### src/rtl/xheep_boot_seq_pkg.sv
// Shared types for the X-HEEP boot sequencer.
// State encoding is visible on state_o and the PS GPIO status word.
package xheep_boot_seq_pkg;

  typedef enum logic [2:0] {
    S_IDLE      = 3'd0,
    S_WAIT_LOCK = 3'd1,
    S_HOLD_RST  = 3'd2,
    S_REL_JTAG  = 3'd3,
    S_RUN       = 3'd4,
    S_DONE      = 3'd5
  } boot_state_e;

  // Bit positions of the status word presented to the PS GPIO block
  localparam int unsigned STAT_BUSY      = 0;
  localparam int unsigned STAT_DONE      = 1;
  localparam int unsigned STAT_PASS      = 2;
  localparam int unsigned STAT_TIMEOUT   = 3;
  localparam int unsigned STAT_LOCK_LOST = 4;
  localparam int unsigned STAT_RST_N     = 5;
  localparam int unsigned STAT_TRST_N    = 6;
  localparam int unsigned STAT_W         = 7;

  // {busy, done} as seen once the FSM sits in state s
  function automatic logic [1:0] state_flags(
    input boot_state_e s
  );
    logic busy;
    logic done;
    busy = (s != S_IDLE) && (s != S_DONE);
    done = (s == S_DONE);
    return {busy, done};
  endfunction

endpackage

### src/rtl/sync_2ff.sv
// Two-flop synchroniser for a single asynchronous level.
// Both flops clear to 0 so an unlocked clock is assumed after reset.
module sync_2ff (
  input  logic clk_i,
  input  logic rst_i,
  input  logic d_i,
  output logic q_o
);

  logic meta_q;

  always_ff @(posedge clk_i or posedge rst_i) begin
    if (rst_i) begin
      meta_q <= 1'b0;
      q_o    <= 1'b0;
    end else begin
      meta_q <= d_i;
      q_o    <= meta_q;
    end
  end

endmodule

### src/rtl/xheep_boot_sequencer.sv
// Sequences X-HEEP reset, boot mode and JTAG TAP release on the FPGA,
// then watches the exit handshake with an optional cycle timeout.
module xheep_boot_sequencer
  import xheep_boot_seq_pkg::*;
#(
  parameter int unsigned RST_HOLD_CYCLES   = 16,
  parameter int unsigned JTAG_DELAY_CYCLES = 4,
  parameter int unsigned TIMEOUT_W         = 32
) (
  input  logic                 clk_i,
  input  logic                 rst_i,
  input  logic                 clk_locked_i,
  input  logic                 start_i,
  input  logic                 abort_i,
  input  logic                 boot_select_cfg_i,
  input  logic                 exec_flash_cfg_i,
  input  logic [TIMEOUT_W-1:0] timeout_cycles_i,
  input  logic                 exit_valid_i,
  input  logic [31:0]          exit_value_i,
  output logic                 xheep_rst_no,
  output logic                 jtag_trst_no,
  output logic                 boot_select_o,
  output logic                 execute_from_flash_o,
  output logic                 busy_o,
  output logic                 done_o,
  output logic                 pass_o,
  output logic                 timeout_o,
  output logic                 lock_lost_o,
  output logic [TIMEOUT_W-1:0] run_cycles_o,
  output logic [2:0]           state_o
);

  localparam int unsigned CNT_MAX =
    (RST_HOLD_CYCLES > JTAG_DELAY_CYCLES) ?
    RST_HOLD_CYCLES : JTAG_DELAY_CYCLES;
  localparam int unsigned CNT_W = $clog2(CNT_MAX + 1);

  localparam logic [CNT_W-1:0] HOLD_LD =
    CNT_W'(RST_HOLD_CYCLES - 1);
  localparam logic [CNT_W-1:0] JTAG_LD =
    CNT_W'(JTAG_DELAY_CYCLES - 1);

  boot_state_e          state_q;
  logic [CNT_W-1:0]     cnt_q;
  logic [TIMEOUT_W-1:0] timeout_q;
  logic                 lock_s;
  logic                 lock_drop;
  logic                 tmo_hit;
  logic                 cnt_zero;
  logic [TIMEOUT_W-1:0] run_inc;

  sync_2ff u_lock_sync (
    .clk_i (clk_i),
    .rst_i (rst_i),
    .d_i   (clk_locked_i),
    .q_o   (lock_s)
  );

  assign state_o  = state_q;
  assign cnt_zero = (cnt_q == '0);

  assign lock_drop = !lock_s &&
    (state_q inside {S_HOLD_RST, S_REL_JTAG, S_RUN, S_DONE});

  // Fires in the last allowed RUN cycle, so DONE holds the full count
  assign tmo_hit = (timeout_q != '0) &&
    (run_cycles_o == timeout_q - TIMEOUT_W'(1));

  assign run_inc = (&run_cycles_o) ? run_cycles_o :
    run_cycles_o + TIMEOUT_W'(1);

  always_ff @(posedge clk_i or posedge rst_i) begin
    if (rst_i) begin
      state_q              <= S_IDLE;
      cnt_q                <= '0;
      timeout_q            <= '0;
      xheep_rst_no         <= 1'b0;
      jtag_trst_no         <= 1'b0;
      boot_select_o        <= 1'b0;
      execute_from_flash_o <= 1'b0;
      busy_o               <= 1'b0;
      done_o               <= 1'b0;
      pass_o               <= 1'b0;
      timeout_o            <= 1'b0;
      lock_lost_o          <= 1'b0;
      run_cycles_o         <= '0;
    end else if (abort_i) begin
      state_q          <= S_IDLE;
      xheep_rst_no     <= 1'b0;
      jtag_trst_no     <= 1'b0;
      {busy_o, done_o} <= state_flags(S_IDLE);
    end else if (lock_drop) begin
      state_q          <= S_WAIT_LOCK;
      xheep_rst_no     <= 1'b0;
      jtag_trst_no     <= 1'b0;
      lock_lost_o      <= 1'b1;
      cnt_q            <= '0;
      run_cycles_o     <= '0;
      {busy_o, done_o} <= state_flags(S_WAIT_LOCK);
    end else begin
      unique case (state_q)
        S_IDLE, S_DONE: begin
          if (start_i) begin
            state_q              <= S_WAIT_LOCK;
            xheep_rst_no         <= 1'b0;
            jtag_trst_no         <= 1'b0;
            boot_select_o        <= boot_select_cfg_i;
            execute_from_flash_o <= exec_flash_cfg_i;
            timeout_q            <= timeout_cycles_i;
            pass_o               <= 1'b0;
            timeout_o            <= 1'b0;
            lock_lost_o          <= 1'b0;
            run_cycles_o         <= '0;
            cnt_q                <= '0;
            {busy_o, done_o}     <= state_flags(S_WAIT_LOCK);
          end
        end
        S_WAIT_LOCK: begin
          if (lock_s) begin
            state_q          <= S_HOLD_RST;
            cnt_q            <= HOLD_LD;
            {busy_o, done_o} <= state_flags(S_HOLD_RST);
          end
        end
        S_HOLD_RST: begin
          if (cnt_zero) begin
            state_q          <= S_REL_JTAG;
            xheep_rst_no     <= 1'b1;
            cnt_q            <= JTAG_LD;
            {busy_o, done_o} <= state_flags(S_REL_JTAG);
          end else begin
            cnt_q <= cnt_q - CNT_W'(1);
          end
        end
        S_REL_JTAG: begin
          if (cnt_zero) begin
            state_q          <= S_RUN;
            jtag_trst_no     <= 1'b1;
            {busy_o, done_o} <= state_flags(S_RUN);
          end else begin
            cnt_q <= cnt_q - CNT_W'(1);
          end
        end
        S_RUN: begin
          run_cycles_o <= run_inc;
          if (exit_valid_i) begin
            state_q          <= S_DONE;
            pass_o           <= (exit_value_i == '0);
            timeout_o        <= 1'b0;
            {busy_o, done_o} <= state_flags(S_DONE);
          end else if (tmo_hit) begin
            state_q          <= S_DONE;
            pass_o           <= 1'b0;
            timeout_o        <= 1'b1;
            {busy_o, done_o} <= state_flags(S_DONE);
          end
        end
        default: begin
          state_q          <= S_IDLE;
          xheep_rst_no     <= 1'b0;
          jtag_trst_no     <= 1'b0;
          {busy_o, done_o} <= state_flags(S_IDLE);
        end
      endcase
    end
  end

endmodule

### config.mk
export PLATFORM = sky130hd
export DESIGN_NAME = xheep_boot_sequencer
export DESIGN_NICKNAME = d
export VERILOG_FILES = /design/src/rtl/xheep_boot_seq_pkg.sv /design/src/rtl/sync_2ff.sv /design/src/rtl/xheep_boot_sequencer.sv
export SDC_FILE = /design/constraint.sdc
export NUM_CORES = 1
export LEC_CHECK = 0
export CAP_MARGIN = 20
export CORE_MARGIN = 2
export CORE_UTILIZATION = 35
export CTS_CLUSTER_DIAMETER = 50
export CTS_CLUSTER_SIZE = 25
export DETAILED_ROUTE_END_ITERATION = 10
export PLACE_DENSITY_LB_ADDON = 0.2
export SKIP_LAST_GASP = 1
export SLEW_MARGIN = 15
export SYNTH_ARGS = -nofsm -noshare
export SYNTH_HDL_FRONTEND = slang
export SYNTH_SLANG_ARGS = --single-unit
### constraint.sdc
create_clock -name clk_i -period 4.05 [get_ports clk_i]
set_clock_uncertainty 0.05 [all_clocks]
set_input_delay 0.405 -clock clk_i [delete_from_list [all_inputs] [get_ports clk_i]]
set_output_delay 0.405 -clock clk_i [all_outputs]
set_load 0.01 [all_outputs]
==> results by group <==
Clocking
  – CTS tree: built
  – Maximum buffer depth of the clock tree: 2
  – Library cell used as clock root buffer: clkbuf_16
  – CTS resizes: 0
  – H-tree levels: 3
  – Insertion delay of the later-clocked pin in the worst-skew pair: 0.34 ns
  – Clock slew at the register clock pins of the worst setup and hold paths: 0.06 ns
  – Clock Sink Count: 83
  – CTS buffer count: 9
  – Total setup buffers inserted after CTS: 0
  – Number of buffers added to fix hold violations after cts: 0

Floorplan
  – Die width: 125 um
  – Die Height: 125 um
  – Row count: 44
  – Num ports: 116
  – CORE AREA: 14400 sq um
  – Area of the die: 15500 sq um
  – Initial core utilization: 35.5%

Critical path
  – Ordered list of cells on the worst path: inv_1 -> ha_1 -> or3b_1 -> nor4_2 -> a21oi_1 -> o21a_1 -> o31ai_1 -> and4_1 -> nand3_1 -> a32o_2 -> a211o_1
  – Launch instance of the worst register-to-register path: timeout_q[0]
  – Maximum fanout along the worst path: 7
  – Worst Path Class, Setup: flop to flop
  – Critical path origin: timeout_q[0]
  – Cell with the largest stage delay on the worst path: or3b_1
  – Capturing element type of the critical path: flop
  – CP max stage delay: 0.52 ns
  – Buffer and inverter count on the worst path: 1
  – Reg-to-reg setup timing slack: 0.50 ns
  – Worst setup path endpoint: state_o[0]
  – Required time of the worst setup path: 4.23 ns
  – Critical path's top delay family: simple AND/OR/NAND/NOR gates
  – Arrival time of the worst setup path: 3.73 ns
  – Worst r2r path cells: 11
  – RR Endpoint: state_o[0]
  – Instance count on the critical path: 11
  – Type of element launching the critical path: flop

Placed design
  – Sum of net half-perimeters after detailed placement: 10800 um
  – Number of instances in the placed design: 841
  – Final estimated routing congestion in global placement: 0.878
  – Count of buffers inserted at the top-level ports: 115

Timing
  – Finish-stage setup viols: 0
  – Final Max Slew Viols: 0
  – Maximum clock rate: 282 MHz
  – RSZ-0062 raised after global routing: no
  – Period utilization: 87.7%
  – Worst slew pin tran: 0.844 ns
  – Setup TNS after final layout: 0 ns
  – Post-layout min period: 3.55 ns
  – Final-report hold violation count: 0
  – Normalized max-slew margin: 43.5%

Global route
  – Antenna violations before repair: 0
  – Grt total ovfl: 0
  – Via count of the first global-routing pass: 4671
  – Total global-route track usage: 18.4%
  – Maximum number of pins on one net before global-route repair: 42
  – Global-route wire length before repair: 23000 um

Logic synthesis
  – Portion of the post-synthesis area used by sequential elements: 40.8%
  – Main combinational cell family by area after synthesis: simple AND/OR/NAND/NOR gates
  – Area share of the leading cell type in the synthesized netlist: 40.8%
  – Post-synthesis mux area share: 7.66%
  – Nets in the synthesized netlist: 636
  – Synth Register Bits: 83
  – Dominant register cell in the synthesized netlist: dfrtp_1
  – Most area-hungry cell type in the Yosys netlist: dfrtp_1
  – Synthesized area per cell: 9.10 sq um
  – Area share of fa/ha/maj cells after synthesis: 0.982%
  – Largest cells by area after synthesis: dfrtp_1 (41%), mux2_2 (6.9%), xnor2_1 (6.2%)
  – Simple-Gate Fraction of Synth Area: 25.8%
  – Xor and xnor fraction of the mapped netlist area: 11.3%
  – Compound-Gate Fraction of Synth Area: 10.6%
  – Cell count after synthesis: 560
  – Cell area after synthesis: 5090 sq um
  – Count of warnings emitted by yosys: 0
  – Count of flip-flops with a built-in enable after synthesis: 0
  – Async SR Flop Fraction: 100%
  – Number of distinct library cell variants in the gate-level netlist after synthesis: 53

Power
  – Cell leakage power: 2.60 nW
  – Maximum vdd ir drop: 0.205 mV
  – Ratio of total power to cell area: 497 nW/um^2

Layout
  – Area overhead of the layout relative to synthesis: 32.1%
  – Area of the multi-input gates: 2880 sq um
  – Post-layout utilization of the core: 46.8%
  – Area taken by flip-flops and latches: 2080 sq um
  – Final layout net count: 744
  – Share of final-layout standard cells stronger than drive strength 1: 9.99%
  – Ant. Diodes: 0
  – Finished Layout Cells: 855
  – Fillcell total: 1339

Route
  – Count of nets left with antenna violations after detail routing: 0
  – Drt via density: 5.30
  – Via count: 4529
  – Final routed wirelength across all metal layers: 14000 um
  – Residual DRC: 0
  – Average wire per standard cell: 16.4 um
  – DR iter-0 viols: 218
  – First drt pass iteration count: 5

Hold path
  – Worst min path class: flop to flop

Status
  – Outcome: completed

Job
  – Max_cap viols: 0
-- power by group --
group / switching [mW] / internal, mW
registers: 0.320 / 1.03
logic: 0.574 / 0.614
clock network: 0.317 / 0.488
-- cells in the final DEF, fill, tap and decap left out, types with 12 or more instances in the layout --
cell type	synthesis	routed
dfrtp_1	83	83
nand4_1	14	14
xnor2_1	36	36
o21ai_0	28	28
xor2_1	30	30
nand3_1	31	31
a21oi_1	16	16
nor4_1	12	12
mux2_2	31	31
clkdlybuf4s50_1	0	115
nor2_1	55	54
nand2_1	54	54
nor3_1	23	23
-- registers in the layout, indices dropped and copies added, names as in the netlist, 3 cells and up --
name,cells
run_cycles_o,32
timeout_q,32
cnt_q,5
state_o,3
-- cell usage after synthesis (all sizes together), types with 2 or more instances --
cell type,number
or2,3
o22ai,2
a31oi,4
ha,4
o31ai,8
nor2b,5
xor2,30
nor3b,4
o41ai,3
and3,9
or3,7
mux2i,3
nand2,54
mux2,32
nor4b,4
nand3,31
nand2b,6
nand4,14
o21a,2
or3b,2
o22a,2
nor2,55
nor4,18
o211ai,4
nor3,23
xnor2,36
buf,2
a31o,2
dfrtp,83
clkbuf,24
inv,12
or4,6
nand3b,2
a211o,2
and4,4
a21o,3
a21oi,16
o21ai,31
-- area by class of cell --
type | count | share of cell area, %
Clock inverter | 2 | 0.558
Clock buffer | 12 | 3.66
Timing Repair Buffer | 123 | 18.0
Sequential cell | 83 | 30.9
Tap cell | 184 | 3.42
Multi-Input combinational cell | 439 | 42.8
Inverter | 12 | 0.688
-- cells by family (layout without fill, tap and decap cells) --
group | after synthesis | after routing
and+or+nand+nor | 249 | 249
adders and majority gates | 4 | 4
muxes | 35 | 35
AOI/OAI and AO/OA | 85 | 85
xor gates and xnor gates | 66 | 66
DFF | 83 | 83
buffers and inverters | 38 | 149
-- worst min path at each step --
stage                                   from              end  slack, ns  cells after the start
final                     u_lock_sync.meta_q  u_lock_sync.q_o       0.30                      0
after global routing      u_lock_sync.meta_q  u_lock_sync.q_o       0.32                      0
after CTS                 u_lock_sync.meta_q  u_lock_sync.q_o       0.31                      0
after detailed placement  u_lock_sync.meta_q  u_lock_sync.q_o       0.29                      0
after floorplan           u_lock_sync.meta_q  u_lock_sync.q_o       0.28                      0
after global placement    u_lock_sync.meta_q  u_lock_sync.q_o       0.28                      0
-- routing by layer --
layer | GRT usage (%) | wire (um) | up-vias
li1 | - | - | 2220
met2 | 31.3 | 6920 | 123
met3 | 4.55 | 766 | 14
met1 | 22.1 | 6170 | 2172
met4 | 7.67 | 177 | 0
met5 | 0 | 0 | -
-- per-stage QoR --
stage / setup slack [ns] / total power [mW] / hold WS [ns] / instance area, sq um
global route: 0.235 / 3.57 / 0.316 / 6730
global placement: 0.640 / 2.52 / 0.285 / 6450
floorplan: 0.913 / 2.16 / 0.281 / 5090
CTS: 0.496 / 3.38 / 0.309 / 6730
finish: 0.498 / 3.34 / 0.302 / 6730
detailed placement: 0.504 / 2.55 / 0.295 / 6450
Power figures use the tool's default switching activity.
